## src/rtl/tdc_fine_measure_if.sv

```systemverilog
// Purpose : bundles the tap sample, arm/accept controls and the measurement results
//           of the TDC fine stage into one port.
// Ports   : iTaps/iArm/iReady flow toward the fine stage; oBusy/oValid/oFineStart/
//           oFineStop/oCoarse/oTimeout flow back. Master = driver, slave = fine stage.
interface tdc_fine_measure_if #(
  parameter int NUM_TAPS = 48,
  parameter int COARSE_W = 16
);
  localparam int TAP_W = $clog2(NUM_TAPS + 1);

  logic [NUM_TAPS-1:0] iTaps;
  logic                iArm;
  logic                iReady;
  logic                oBusy;
  logic                oValid;
  logic [TAP_W-1:0]    oFineStart;
  logic [TAP_W-1:0]    oFineStop;
  logic [COARSE_W-1:0] oCoarse;
  logic                oTimeout;

  modport master (
    output iTaps, iArm, iReady,
    input  oBusy, oValid, oFineStart, oFineStop, oCoarse, oTimeout
  );

  modport slave (
    input  iTaps, iArm, iReady,
    output oBusy, oValid, oFineStart, oFineStop, oCoarse, oTimeout
  );
endinterface

```

## src/rtl/tdc_fine_measure.sv

```systemverilog
// Purpose     : carry-chain TDC fine stage; detects start/stop hits on tap0, popcounts the
//               thermometer sample at each hit and counts whole clk cycles between them.
// Latency     : results and oValid update on the edge that samples the stop rise
//               (one edge later with TDC_ENC_PIPE_EN defined, which registers iTaps first).
// Backpressure: DONE holds the results until iReady; hits are ignored meanwhile.
// Ports       : clk, iRst_n (async, active low), bus (tdc_fine_measure_if.slave).
module tdc_fine_measure #(
  parameter int NUM_TAPS   = 48,
  parameter int COARSE_W   = 16,
  parameter bit AUTO_REARM = 1'b0
) (
  input  logic              clk,
  input  logic              iRst_n,
  tdc_fine_measure_if.slave bus
);

  localparam int TAP_W = $clog2(NUM_TAPS + 1);

  localparam logic [1:0] IDLE  = 2'd0;
  localparam logic [1:0] ARMED = 2'd1;
  localparam logic [1:0] RUN   = 2'd2;
  localparam logic [1:0] DONE  = 2'd3;

  localparam logic [COARSE_W-1:0] CNT_MAX = '1;

  logic [1:0]          state;
  logic [COARSE_W-1:0] counter;
  logic                tap0Q;
  logic [TAP_W-1:0]    fineStartQ;
  logic [TAP_W-1:0]    fineStopQ;
  logic [COARSE_W-1:0] coarseQ;
  logic                timeoutQ;
  logic [NUM_TAPS-1:0] tapsEnc;
  logic [TAP_W-1:0]    fineNow;
  logic                rise;

`ifdef TDC_ENC_PIPE_EN
  // Extra register stage ahead of the adder tree for wide delay lines.
  logic [NUM_TAPS-1:0] tapsQ;

  always_ff @(posedge clk or negedge iRst_n) begin
    if (!iRst_n) begin
      tapsQ <= '0;
    end else begin
      tapsQ <= bus.iTaps;
    end
  end

  assign tapsEnc = tapsQ;
`else
  assign tapsEnc = bus.iTaps;
`endif

  // Counting ones rather than finding the first zero makes the code immune
  // to bubbles in the thermometer sample.
  function automatic logic [TAP_W-1:0] popcount(input logic [NUM_TAPS-1:0] v);
    logic [TAP_W-1:0] cnt;
    cnt = '0;
    for (int i = 0; i < NUM_TAPS; i++) begin
      cnt = cnt + TAP_W'(v[i]);
    end
    return cnt;
  endfunction

  assign fineNow = popcount(tapsEnc);

  // A hit lasting several cycles keeps tap0 high; only its leading edge counts.
  assign rise = tapsEnc[0] & ~tap0Q;

  always_ff @(posedge clk or negedge iRst_n) begin
    if (!iRst_n) begin
      state      <= IDLE;
      counter    <= '0;
      tap0Q      <= 1'b0;
      fineStartQ <= '0;
      fineStopQ  <= '0;
      coarseQ    <= '0;
      timeoutQ   <= 1'b0;
    end else begin
      tap0Q    <= tapsEnc[0];
      timeoutQ <= 1'b0;
      case (state)
        IDLE: begin
          // A rise coinciding with the arm request is deliberately not a start.
          if (bus.iArm) begin
            state <= ARMED;
          end
        end
        ARMED: begin
          if (rise) begin
            state      <= RUN;
            fineStartQ <= fineNow;
            counter    <= '0;
          end
        end
        RUN: begin
          counter <= counter + COARSE_W'(1);
          if (rise) begin
            // The counter trails the edge count by one: it reads c-1 on the
            // c-th edge after the start capture. A stop at terminal count
            // wraps oCoarse to 0.
            state     <= DONE;
            fineStopQ <= fineNow;
            coarseQ   <= counter + COARSE_W'(1);
          end else if (counter == CNT_MAX) begin
            state    <= IDLE;
            timeoutQ <= 1'b1;
          end
        end
        DONE: begin
          if (bus.iReady) begin
            state <= AUTO_REARM ? ARMED : IDLE;
          end
        end
        default: state <= IDLE;
      endcase
    end
  end

  assign bus.oBusy      = (state != IDLE);
  assign bus.oValid     = (state == DONE);
  assign bus.oFineStart = fineStartQ;
  assign bus.oFineStop  = fineStopQ;
  assign bus.oCoarse    = coarseQ;
  assign bus.oTimeout   = timeoutQ;

endmodule

```

## src/flat_wrapper.sv

```systemverilog
// flat-port wrapper written by rule: the top's interface ports become plain ports
module tdc_fine_measure_flat 
#(
  parameter int NUM_TAPS   = 48,
  parameter int COARSE_W   = 16,
  parameter bit AUTO_REARM = 1'b0
)
  (clk, iRst_n, bus_iTaps, bus_iArm, bus_iReady, bus_oBusy, bus_oValid, bus_oFineStart, bus_oFineStop, bus_oCoarse, bus_oTimeout);
  tdc_fine_measure_if #(.NUM_TAPS(NUM_TAPS), .COARSE_W(COARSE_W)) bus_i ();
  input  logic clk;
  input  logic iRst_n;
  input wire logic [$bits(bus_i.iTaps)-1:0] bus_iTaps;
  input wire logic [$bits(bus_i.iArm)-1:0] bus_iArm;
  input wire logic [$bits(bus_i.iReady)-1:0] bus_iReady;
  output wire logic [$bits(bus_i.oBusy)-1:0] bus_oBusy;
  output wire logic [$bits(bus_i.oValid)-1:0] bus_oValid;
  output wire logic [$bits(bus_i.oFineStart)-1:0] bus_oFineStart;
  output wire logic [$bits(bus_i.oFineStop)-1:0] bus_oFineStop;
  output wire logic [$bits(bus_i.oCoarse)-1:0] bus_oCoarse;
  output wire logic [$bits(bus_i.oTimeout)-1:0] bus_oTimeout;
  assign bus_i.iTaps = bus_iTaps;
  assign bus_i.iArm = bus_iArm;
  assign bus_i.iReady = bus_iReady;
  assign bus_oBusy = bus_i.oBusy;
  assign bus_oValid = bus_i.oValid;
  assign bus_oFineStart = bus_i.oFineStart;
  assign bus_oFineStop = bus_i.oFineStop;
  assign bus_oCoarse = bus_i.oCoarse;
  assign bus_oTimeout = bus_i.oTimeout;
  tdc_fine_measure #(.NUM_TAPS(NUM_TAPS), .COARSE_W(COARSE_W), .AUTO_REARM(AUTO_REARM)) u_core (.clk(clk), .iRst_n(iRst_n), .bus(bus_i));
endmodule
```

## config.mk

```make
export PLATFORM = sky130hd
export DESIGN_NAME = tdc_fine_measure_flat
export DESIGN_NICKNAME = d
export VERILOG_FILES = /design/src/rtl/tdc_fine_measure_if.sv /design/src/rtl/tdc_fine_measure.sv /design/src/flat_wrapper.sv
export SDC_FILE = /design/constraint.sdc
export NUM_CORES = 1
export LEC_CHECK = 0
export BUFFER_PORTS_ARGS = -buffer_cell sky130_fd_sc_hd__clkbuf_2
export CAP_MARGIN = 5
export CORE_AREA = 2 2 83 117
export CTS_CLUSTER_DIAMETER = 40
export DETAILED_ROUTE_END_ITERATION = 8
export DIE_AREA = 0 0 85 119
export SYNTH_ARGS = -nofsm -noshare
export SYNTH_HDL_FRONTEND = slang
export SYNTH_SLANG_ARGS = --single-unit
```

## constraint.sdc

```tcl
create_clock -name clk -period 2.1 [get_ports clk]
set_clock_uncertainty 0.2 [all_clocks]
set_input_delay 0.42 -clock clk [delete_from_list [all_inputs] [get_ports clk]]
set_output_delay 0.42 -clock clk [all_outputs]
set_load 0.05 [all_outputs]
```

==> results.md, run 1 <==
* GP Congestion at between 0.8 and 0.9
* CTS tree: done
* H-tree depth at 2
* Final hold vios at 0
* Register area share after synthesis at approximately a third
* Initial antenna violation count at 0
* Vias per inst at 4.810
* Top_reg_cell synth: dfrtp_1
* Status: finished with violations
* Synth top area cells: dfrtp_1, fa_1, inv_1
* Fillers at 900
* Die Width at 85 um
* Core ar. at 0.009196 sq mm
* Full die area at 0.01012 sq mm
* Critical path class: in -> reg
* Final min period at between 5 and 6 ns
* Ant diodes at 0
* First-pass GRT wire length at approximately 13000 um
* EDFF count, synth at 0
* Register Area at 0.001201 sq mm
* FF+latch count, synth at 48
* Clk slew on worst S/H paths at 0.06 ns
* Starting density of the core at 38.29%
* Largest area contributor in the netlist: dfrtp_1
* Final Cycle Share at 262.7%
* Most common cell after layout, fill and taps aside: clkbuf_2
* Mapped Nets at between 400 and 500
* Final WL at 7461 um
* Peak Freq at approximately 180 MHz
* Grt total ovfl at 0
* Commonest cells after routing, fill and taps aside: clkbuf_2, inv_1, nand2_1
* Share of cells above drive strength 1 at between 20% and 30%
* CP endpoint kind: flip-flop
* Port buffer count at 82
* Mapped Area at about 0.0035 sq mm
* Hold crit path type: in -> reg
* Vias in the first global route at 2851
* Initial DRC count at slightly below 100
* WL per Instance at 12.89 um
* Max-Cap Viols at 0
* Synth Area per Inst at 9.490 sq um
* Post-DP HPWL at 6073 um
* Post-synth top area share at between 30% and 40%
* Setup Viol. Count Final at 12
* Worst-path fanout max at 2
* Worst Slack Setup Final at -3.418 ns
* R2r setup slk at 0.21 ns
* GRT Total Usage at 16.05%
* Headroom to the max-slew limit at 54.70%
* ANT nets after route at 0
* TritonCTS Sinks at 48
* Setup Buffers After CTS at 0
* Vias at 2785
* Least-Margin Pin Slew at 0.6769 ns
* Post-DP Area at 0.004174 sq mm
* Largest net degree at the start of global routing at 29
* Area of the multi-input gates at between 0.0015 and 0.002 sq mm
* YS warnings at 0
* # rows at 42
* DRC errors left at 0
* Area Overhead vs Synth at 24.24%
* Inserted Clock Buffers at 5
* Cell area after layout at around 0.0044 sq mm
* DR pass1 iterations at 4
* Crit path required time at 2.07 ns
* Netlist cell types at 48
* Worst Path Arrival at ~5.5 ns
* CTS Buffer Depth at 2
* Ys async rst share at 100.0%
* Fin util at 47.56%
* I/O Pins at 83
* Pins Over Slew Limit at 0
* Vert. Die Dim at approximately 120 um
* Final Net Count at 569
* Failing checks: negative setup slack
* Worst-skew pair later-pin latency at 0.29 ns
* Mapped Cells at roughly 370
* RSZ-0062 raised after global routing: true
* Root buffer cell: clkbuf_16
* Startpoint Class: input pin
## worst paths after layout
check | start | endpoint | cells past startpoint
worst min-delay path | bus_iTaps[0] | u_core.tap0Q | 2
worst max register to register | u_core.counter[8] | u_core.counter[12] | 4
worst min register to register | u_core.bus.oCoarse[13] | u_core.bus.oCoarse[13] | 2
max in group asynchronous | iRst_n | u_core.bus.oCoarse[12] | 3
min in group asynchronous | iRst_n | u_core.tap0Q | 2
worst max-delay path | bus_iTaps[0] | u_core.bus.oFineStart[4] | 19
## stage by stage
step                std cells  setup slack [ns]  hold slack, ns  setup TNS (ns)
CTS                       579            -3.465          0.1873          -38.05
detailed placement        570            -3.883          0.2533          -43.12
floorplan                 371            -3.546        -0.07559          -38.85
global route              579            -3.657          0.1562          -39.75
finish                    579            -3.418          0.1601          -37.57
global placement          570            -3.796          0.2396          -42.27
## cell families (layout without fill, tap and decap cells)
kind of cell / after synthesis / after routing / synth area share (%)
AND/OR/NAND/NOR: 105 / 105 / 15.07
buffers and inverters: 87 / 185 / 10.45
AO/OA/AOI/OAI: 68 / 68 / 11.12
adder cells (fa/ha/maj): 49 / 49 / 25.73
flip-flops: 48 / 48 / 34.12
XOR/XNOR: 13 / 13 / 3.234
multiplexers: 1 / 1 / 0.2843
## flip-flops by register name, indices dropped and copies added (netlist names)
register               count
u_core.bus.oCoarse        16
u_core.bus.oFineStart      6
u_core.bus.oFineStop       6
u_core.bus.oTimeout        1
u_core.counter            16
u_core.state               2
u_core.tap0Q               1
## cell type report
type	count	area share [%]
inverters	71	6.093
repair buffers	106	14.22
well taps	110	3.146
multi-input cells	236	45.34
clock buffers	6	2.946
clock inverters	2	0.8009
flip-flops and latches	48	27.46
## synth_stat cells (2+ instances only)
| cell type | count |
|---|---|
| nor4_1 | 2 |
| and3_1 | 2 |
| o31ai_1 | 5 |
| nand2_1 | 51 |
| clkbuf_4 | 2 |
| o21a_1 | 2 |
| nor3_1 | 5 |
| inv_1 | 71 |
| nand2b_1 | 5 |
| clkbuf_1 | 8 |
| fa_1 | 39 |
| nor2_1 | 10 |
| nand3b_1 | 3 |
| o22ai_1 | 2 |
| nand3_1 | 9 |
| nor2b_1 | 3 |
| xnor2_1 | 8 |
| ha_1 | 10 |
| xor2_1 | 5 |
| a21oi_1 | 11 |
| buf_6 | 2 |
| a31oi_1 | 9 |
| nand4_1 | 3 |
| o21ai_0 | 32 |
| nor4bb_1 | 2 |
| dfrtp_1 | 48 |
## critical path, cell delays in order
cell and delay [ns]:
buf_8 0.10, ha_4 0.25, inv_2 0.03, fa_1 0.47, inv_1 0.05, fa_1 0.51
fa_1 0.46, fa_1 0.52, fa_1 0.43, fa_1 0.51, inv_1 0.05, fa_1 0.49
fa_2 0.21, inv_2 0.04, fa_2 0.34, a21o_1 0.20, a21oi_2 0.15, xor2_1 0.18
o21ai_1 0.09
## what timing repair did
action,CTS,global route
setup endpoints to repair,12,12
cloned,0,0
resized for setup,4,5
hold buffers,1,0
hold endpoints to repair,20,0
pin swaps,9,1
## routing by layer
| metal | vias up | GRT usage, % | wire length [um] |
|---|---|---|---|
| met2 | 60 | 29.00 | 4025 |
| met3 | 9 | 2.911 | 357 |
| met1 | 1336 | 18.35 | 2917 |
| met5 | - | 0 | 0 |
| met4 | 0 | 6.448 | 160 |
| li1 | 1380 | - | - |
Power of run 1 is not shown: default switching activity piles up to over one toggle a cycle in this logic, so the estimate is an artifact.
==> run 2, diff against run 1 <==
Settings changed: CORE_AREA 2 2 83 117 to 2 2 74 130, DIE_AREA 0 0 85 119 to 0 0 76 132.
==> results.md, run 2 (synthesized netlist as in run 1, its figures left out) <==
* Peak Freq at 181.2 MHz (about the same)
* I/O Pins at 83 (unchanged)
* Critical path class: in -> reg (unchanged)
* Most common cell after layout, fill and taps aside: clkbuf_2 (unchanged)
* Pre-CTS setup slack at -3.875 ns (was -3.883 ns)
* Most common cell on crit path: fa_1 (unchanged)
* Grt total ovfl at 0 (unchanged)
* Top Family by Delay on Critical Path: adder cells (unchanged)
* R2R cell count at 5 (was 4)
* Headroom to the max-slew limit at 54.51% (was 54.70%)
* Crit path required time at 2.08 ns (was 2.07 ns)
* Final WL at 7594 um (was 7461 um)
* Port buffer count at 82 (unchanged)
* # rows at 46 (was 42)
* Post-DP HPWL at 6192 um (was 6073 um)
* Final min period at 5.519 ns (was 5.518 ns)
* Worst Path Arrival at 5.50 ns (was 5.49 ns)
* Vias at 2800 (was 2785)
* DRC errors left at 0 (unchanged)
* Final Net Count at 569 (unchanged)
* Fillers at 847 (was 900)
* Pins Over Slew Limit at 0 (unchanged)
* Ant diodes at 0 (unchanged)
* CTS Buffer Depth at 2 (unchanged)
* Vert. Die Dim at 132 um (was 119 um)
* Vias per inst at 4.754 (was 4.810)
* Post-DP Area at 0.004172 sq mm (was 0.004174 sq mm)
* DR pass1 iterations at 4 (unchanged)
* Final Cycle Share at 262.8% (was 262.7%)
* CP endpoint kind: flip-flop (unchanged)
* Crit path max-delay cell type: fa_1 (unchanged)
* Cell chain of the critical path: buf_8 > ha_4 > inv_2 > fa_1 > inv_1 > fa_1 > fa_1 > fa_1 > fa_1 > fa_1 > inv_2 > fa_1 > fa_2 > inv_2 > fa_2 > a21o_1 > a21oi_2 > xor2_1 > o21ai_1 (was buf_8 > ha_4 > inv_2 > fa_1 > inv_1 > fa_1 > fa_1 > fa_1 > fa_1 > fa_1 > inv_1 > fa_1 > fa_2 > inv_2 > fa_2 > a21o_1 > a21oi_2 > xor2_1 > o21ai_1)
* Full die area at 0.01003 sq mm (was 0.01012 sq mm)
* Worst-path fanout max at 2 (unchanged)
* WP depth at 19 (unchanged)
* Core ar. at 0.008921 sq mm (was 0.009196 sq mm)
* Area Overhead vs Synth at 24.91% (was 24.24%)
* Commonest cells after routing, fill and taps aside: clkbuf_2, inv_1, nand2_1 (unchanged)
* Setup Viol. Count Final at 12 (unchanged)
* Vias in the first global route at 2954 (was 2851)
* Share of cells above drive strength 1 at 27.08% (unchanged)
* RSZ-0062 raised after global routing: true (unchanged)
* Max-Cap Viols at 0 (unchanged)
* Die Width at 76 um (was 85 um)
* H-tree depth at 2 (unchanged)
* GP Congestion at 0.7763 (was 0.8183)
* WL per Instance at 12.89 um (about the same)
* First-pass GRT wire length at 13470 um (was 13040 um)
* GRT Total Usage at 16.68% (was 16.05%)
* Bufs and invs on worst path at 5 (unchanged)
* Startpoint Class: input pin (unchanged)
* Clk slew on worst S/H paths at 0.06 ns (about the same)
* Critical Path Max Stage Delay at 0.55 ns (was 0.52 ns)
* Failing checks: negative setup slack (unchanged)
* TritonCTS Sinks at 48 (unchanged)
* ANT nets after route at 0 (unchanged)
* Starting density of the core at 39.47% (was 38.29%)
* Worst-skew pair later-pin latency at 0.29 ns (about the same)
* Cell area after layout at 0.004398 sq mm (was 0.004374 sq mm)
* Register Area at 0.001201 sq mm (unchanged)
* Final hold vios at 0 (unchanged)
* Initial DRC count at 184 (was 98)
* Initial antenna violation count at 0 (unchanged)
* Largest net degree at the start of global routing at 49 (was 29)
* Worst Slack Setup Final at -3.419 ns (was -3.418 ns)
* R2r setup slk at 0.17 ns (was 0.21 ns)
* Root buffer cell: clkbuf_16 (unchanged)
* Area of the multi-input gates at 0.002008 sq mm (was 0.001983 sq mm)
* CTS tree: done (unchanged)
* Status: finished with violations (unchanged)
* Hold path depth at 2 (unchanged)
* Inserted Clock Buffers at 5 (unchanged)
* Hold crit path type: in -> reg (unchanged)
* Least-Margin Pin Slew at 0.6799 ns (was 0.6769 ns)
run 2: worst register-to-register path, cell delays in order (launching register included):
cell     delay, ns
dfrtp_1       0.41
ha_1          0.19
nand3_1       0.15
or4_4         0.53
or3_1         0.31
o21ai_1       0.07
run 2: final timing paths:
kind / startpoint / to
max: bus_iTaps[0] / u_core.bus.oFineStart[4]
min: bus_iTaps[0] / u_core.tap0Q
max reg2reg: u_core.counter[1] / u_core.counter[12]
min reg2reg: u_core.bus.oFineStart[0] / u_core.bus.oFineStart[0]
max in group asynchronous: iRst_n / u_core.bus.oCoarse[14]
min in group asynchronous: iRst_n / u_core.bus.oCoarse[4]
run 2: layer usage:
layer / vias up / track usage, % / part of all wire (%) / wire (um)
met5: - / 0 / 0 / 0
met1: 1334 / 17.64 / 37 / 2785
li1: 1382 / - / - / -
met3: 12 / 2.877 / 4.2 / 319
met4: 0 / 7.374 / 2.7 / 208
met2: 72 / 31.85 / 56 / 4279
run 2: per-stage QoR:
stage,hold WS (ns),setup TNS [ns],std cells,utilization (%)
after global routing,0.1624,-40.38,589,49.30
after detailed placement,0.2335,-43.37,578,46.76
after global placement,0.2303,-42.63,578,46.76
after CTS,0.1830,-38.84,588,48.95
after floorplan,-0.07559,-38.85,371,-
final,0.1548,-38.43,589,49.30
run 2: layout make-up:
type	count	area share (%)
tap	120	3.414
multi-input combinational	236	45.66
clock buffer	8	3.329
timing repair buffer	106	14.22
sequential	48	27.31
inverter	71	6.060
run 2: what timing repair did:
item                       CTS  global route
setup endpoints to repair   12            12
pin swaps                   12             8
resized for setup            6             8
setup buffers                1             1
hold buffers                 1             0
cloned                       0             0
hold endpoints to repair    48             0
Power of run 2 is left out for the same reason.
==> run 3, diff against run 2 <==
Settings changed: CORE_AREA 2 2 74 130 to 2 2 79 138, DIE_AREA 0 0 76 132 to 0 0 81 140.
==> results.md, run 3 (synthesized netlist as in run 1, its figures left out) <==
* Status: finished with violations (unchanged)
* Failing checks: negative setup slack (unchanged)
* # rows at 49 (was 46)
* Initial antenna violation count at 0 (unchanged)
* Vert. Die Dim at 140 um (was 132 um)
* Peak Freq at 180.2 MHz (was 181.2 MHz)
* Vias at 2797 (was 2800)
* Worst Path Arrival at 5.53 ns (was 5.50 ns)
* Area Overhead vs Synth at 25.76% (was 24.91%)
* Worst setup startpoint: bus_iTaps[0] (unchanged)
* Worst Slack Setup Final at -3.450 ns (was -3.419 ns)
* Largest net degree at the start of global routing at 49 (unchanged)
* Ant diodes at 0 (unchanged)
* Core ar. at 0.01018 sq mm (was 0.008921 sq mm)
* Full die area at 0.01134 sq mm (was 0.01003 sq mm)
* Final min period at 5.550 ns (was 5.519 ns)
* Critical Path Max Stage Delay at 0.54 ns (was 0.55 ns)
* Least-Margin Pin Slew at 0.6428 ns (was 0.6799 ns)
* Setup Viol. Count Final at 12 (unchanged)
* Pre-CTS setup slack at -3.921 ns (was -3.875 ns)
* Final Cycle Share at 264.3% (was 262.8%)
* First-pass GRT wire length at 13370 um (was 13470 um)
* Worst-path fanout max at 2 (unchanged)
* Post-DP HPWL at 6324 um (was 6192 um)
* Final WL at 7638 um (was 7594 um)
* Clk slew on worst S/H paths at 0.07 ns (was 0.06 ns)
* H-tree depth at 2 (unchanged)
* Bufs and invs on worst path at 5 (unchanged)
* Final Net Count at 570 (was 569)
* Crit path required time at 2.07 ns (was 2.08 ns)
* CP endpoint kind: flip-flop (unchanged)
* Worst r2r src: u_core.state[0] (was u_core.counter[1])
* Commonest cells after routing, fill and taps aside: clkbuf_2, inv_1, nand2_1 (unchanged)
* Startpoint Class: input pin (unchanged)
* Most common cell on crit path: fa_1 (unchanged)
* Crit path max-delay cell type: fa_1 (unchanged)
* I/O Pins at 83 (unchanged)
* Grt total ovfl at 0 (unchanged)
* Critical path class: in -> reg (unchanged)
* Vias in the first global route at 2986 (was 2954)
* Die Width at 81 um (was 76 um)
* Setup crit end: u_core.bus.oFineStart[4] (unchanged)
* WL per Instance at 12.79 um (was 12.89 um)
* Inserted Clock Buffers at 5 (unchanged)
* Initial DRC count at 128 (was 184)
* Headroom to the max-slew limit at 56.99% (was 54.51%)
* ANT nets after route at 0 (unchanged)
* Root buffer cell: clkbuf_16 (unchanged)
* Worst-skew pair later-pin latency at 0.29 ns (about the same)
* Most common cell after layout, fill and taps aside: clkbuf_2 (unchanged)
* RSZ-0062 raised after global routing: true (unchanged)
* CTS Buffer Depth at 2 (unchanged)
* R2R cell count at 3 (was 5)
* GP Congestion at 0.9017 (was 0.7763)
* DRC errors left at 0 (unchanged)
* Share of cells above drive strength 1 at 27.23% (was 27.08%)
* GRT Total Usage at 14.91% (was 16.68%)
* Hold crit path type: in -> reg (unchanged)
* Max-Cap Viols at 0 (unchanged)
* Pins Over Slew Limit at 0 (unchanged)
* Cell chain of the critical path: buf_8 > ha_4 > inv_2 > fa_1 > inv_1 > fa_1 > fa_1 > fa_1 > fa_1 > fa_1 > inv_1 > fa_1 > fa_2 > inv_2 > fa_2 > a21o_1 > a21oi_2 > xor2_1 > o21ai_1 (was buf_8 > ha_4 > inv_2 > fa_1 > inv_1 > fa_1 > fa_1 > fa_1 > fa_1 > fa_1 > inv_2 > fa_1 > fa_2 > inv_2 > fa_2 > a21o_1 > a21oi_2 > xor2_1 > o21ai_1)
* Port buffer count at 82 (unchanged)
* Final hold vios at 0 (unchanged)
* DR pass1 iterations at 4 (unchanged)
* R2r setup slk at 0.18 ns (was 0.17 ns)
* Reg2reg end: u_core.counter[13] (was u_core.counter[12])
* WP depth at 19 (unchanged)
* CTS tree: done (unchanged)
* TritonCTS Sinks at 48 (unchanged)
* HP Start: bus_iTaps[0] (unchanged)
* Top Family by Delay on Critical Path: adder cells (unchanged)
* Starting density of the core at 34.60% (was 39.47%)
* Vias per inst at 4.685 (was 4.754)
run 3: worst min-delay path: cells and delay by family:
kind                   cells  cell delay (ns)
buffers and inverters      3             0.28
run 3: what timing repair did:
action,4_1_cts,5_1_grt
setup endpoints to repair,12,12
buffers inserted,1,1
pin swaps,11,1
gates cloned,0,0
hold buffers,1,0
gates resized for setup,5,8
hold endpoints to repair,48,0
run 3: how the worst min path moves through the flow:
stage / end / depth (start not counted)
4_1_cts: u_core.state[0] / 3
6_report: u_core.tap0Q / 3
5_1_grt: u_core.tap0Q / 3
2_1_floorplan: u_core.bus.oCoarse[0] / 0
3_3_place_gp: u_core.bus.oCoarse[4] / 2
3_5_place_dp: u_core.bus.oCoarse[5] / 2
run 3: stage by stage:
stage | utilization (%) | area [sq um] | TNS, ns | hold slack [ns] | instances
6_report | 43.51 | 4428 | -38.56 | 0.2463 | 597
5_1_grt | 43.51 | 4428 | -40.71 | 0.2554 | 597
4_1_cts | 43.09 | 4385 | -38.97 | 0.2533 | 596
3_5_place_dp | 41.15 | 4188 | -43.67 | 0.2304 | 586
3_3_place_gp | 41.15 | 4188 | -42.41 | 0.2289 | 586
2_1_floorplan | - | 3542 | -38.85 | -0.07559 | 371
run 3: layout make-up:
class	instances	area [sq um]
Clock buffer	6	128.9
Clock inverter	2	35.03
Tap cell	127	158.9
Timing Repair Buffer	107	633.1
Inverter	71	266.5
Fill cell	1035	5749
Sequential cell	48	1201
Multi-Input combinational cell	236	2004
run 3: layer usage:
metal  GRT usage [%]  routed length [um]  share of wire [%]  up-vias
met2           27.97                4269                 56       75
met3           1.804                 304                4.0       18
met4           6.690                 253                3.3        0
met1           16.03                2811                 37     1317
met5               0                   0                  0        -
li1                -                   -                  -     1387
Power of run 3 is left out for the same reason.
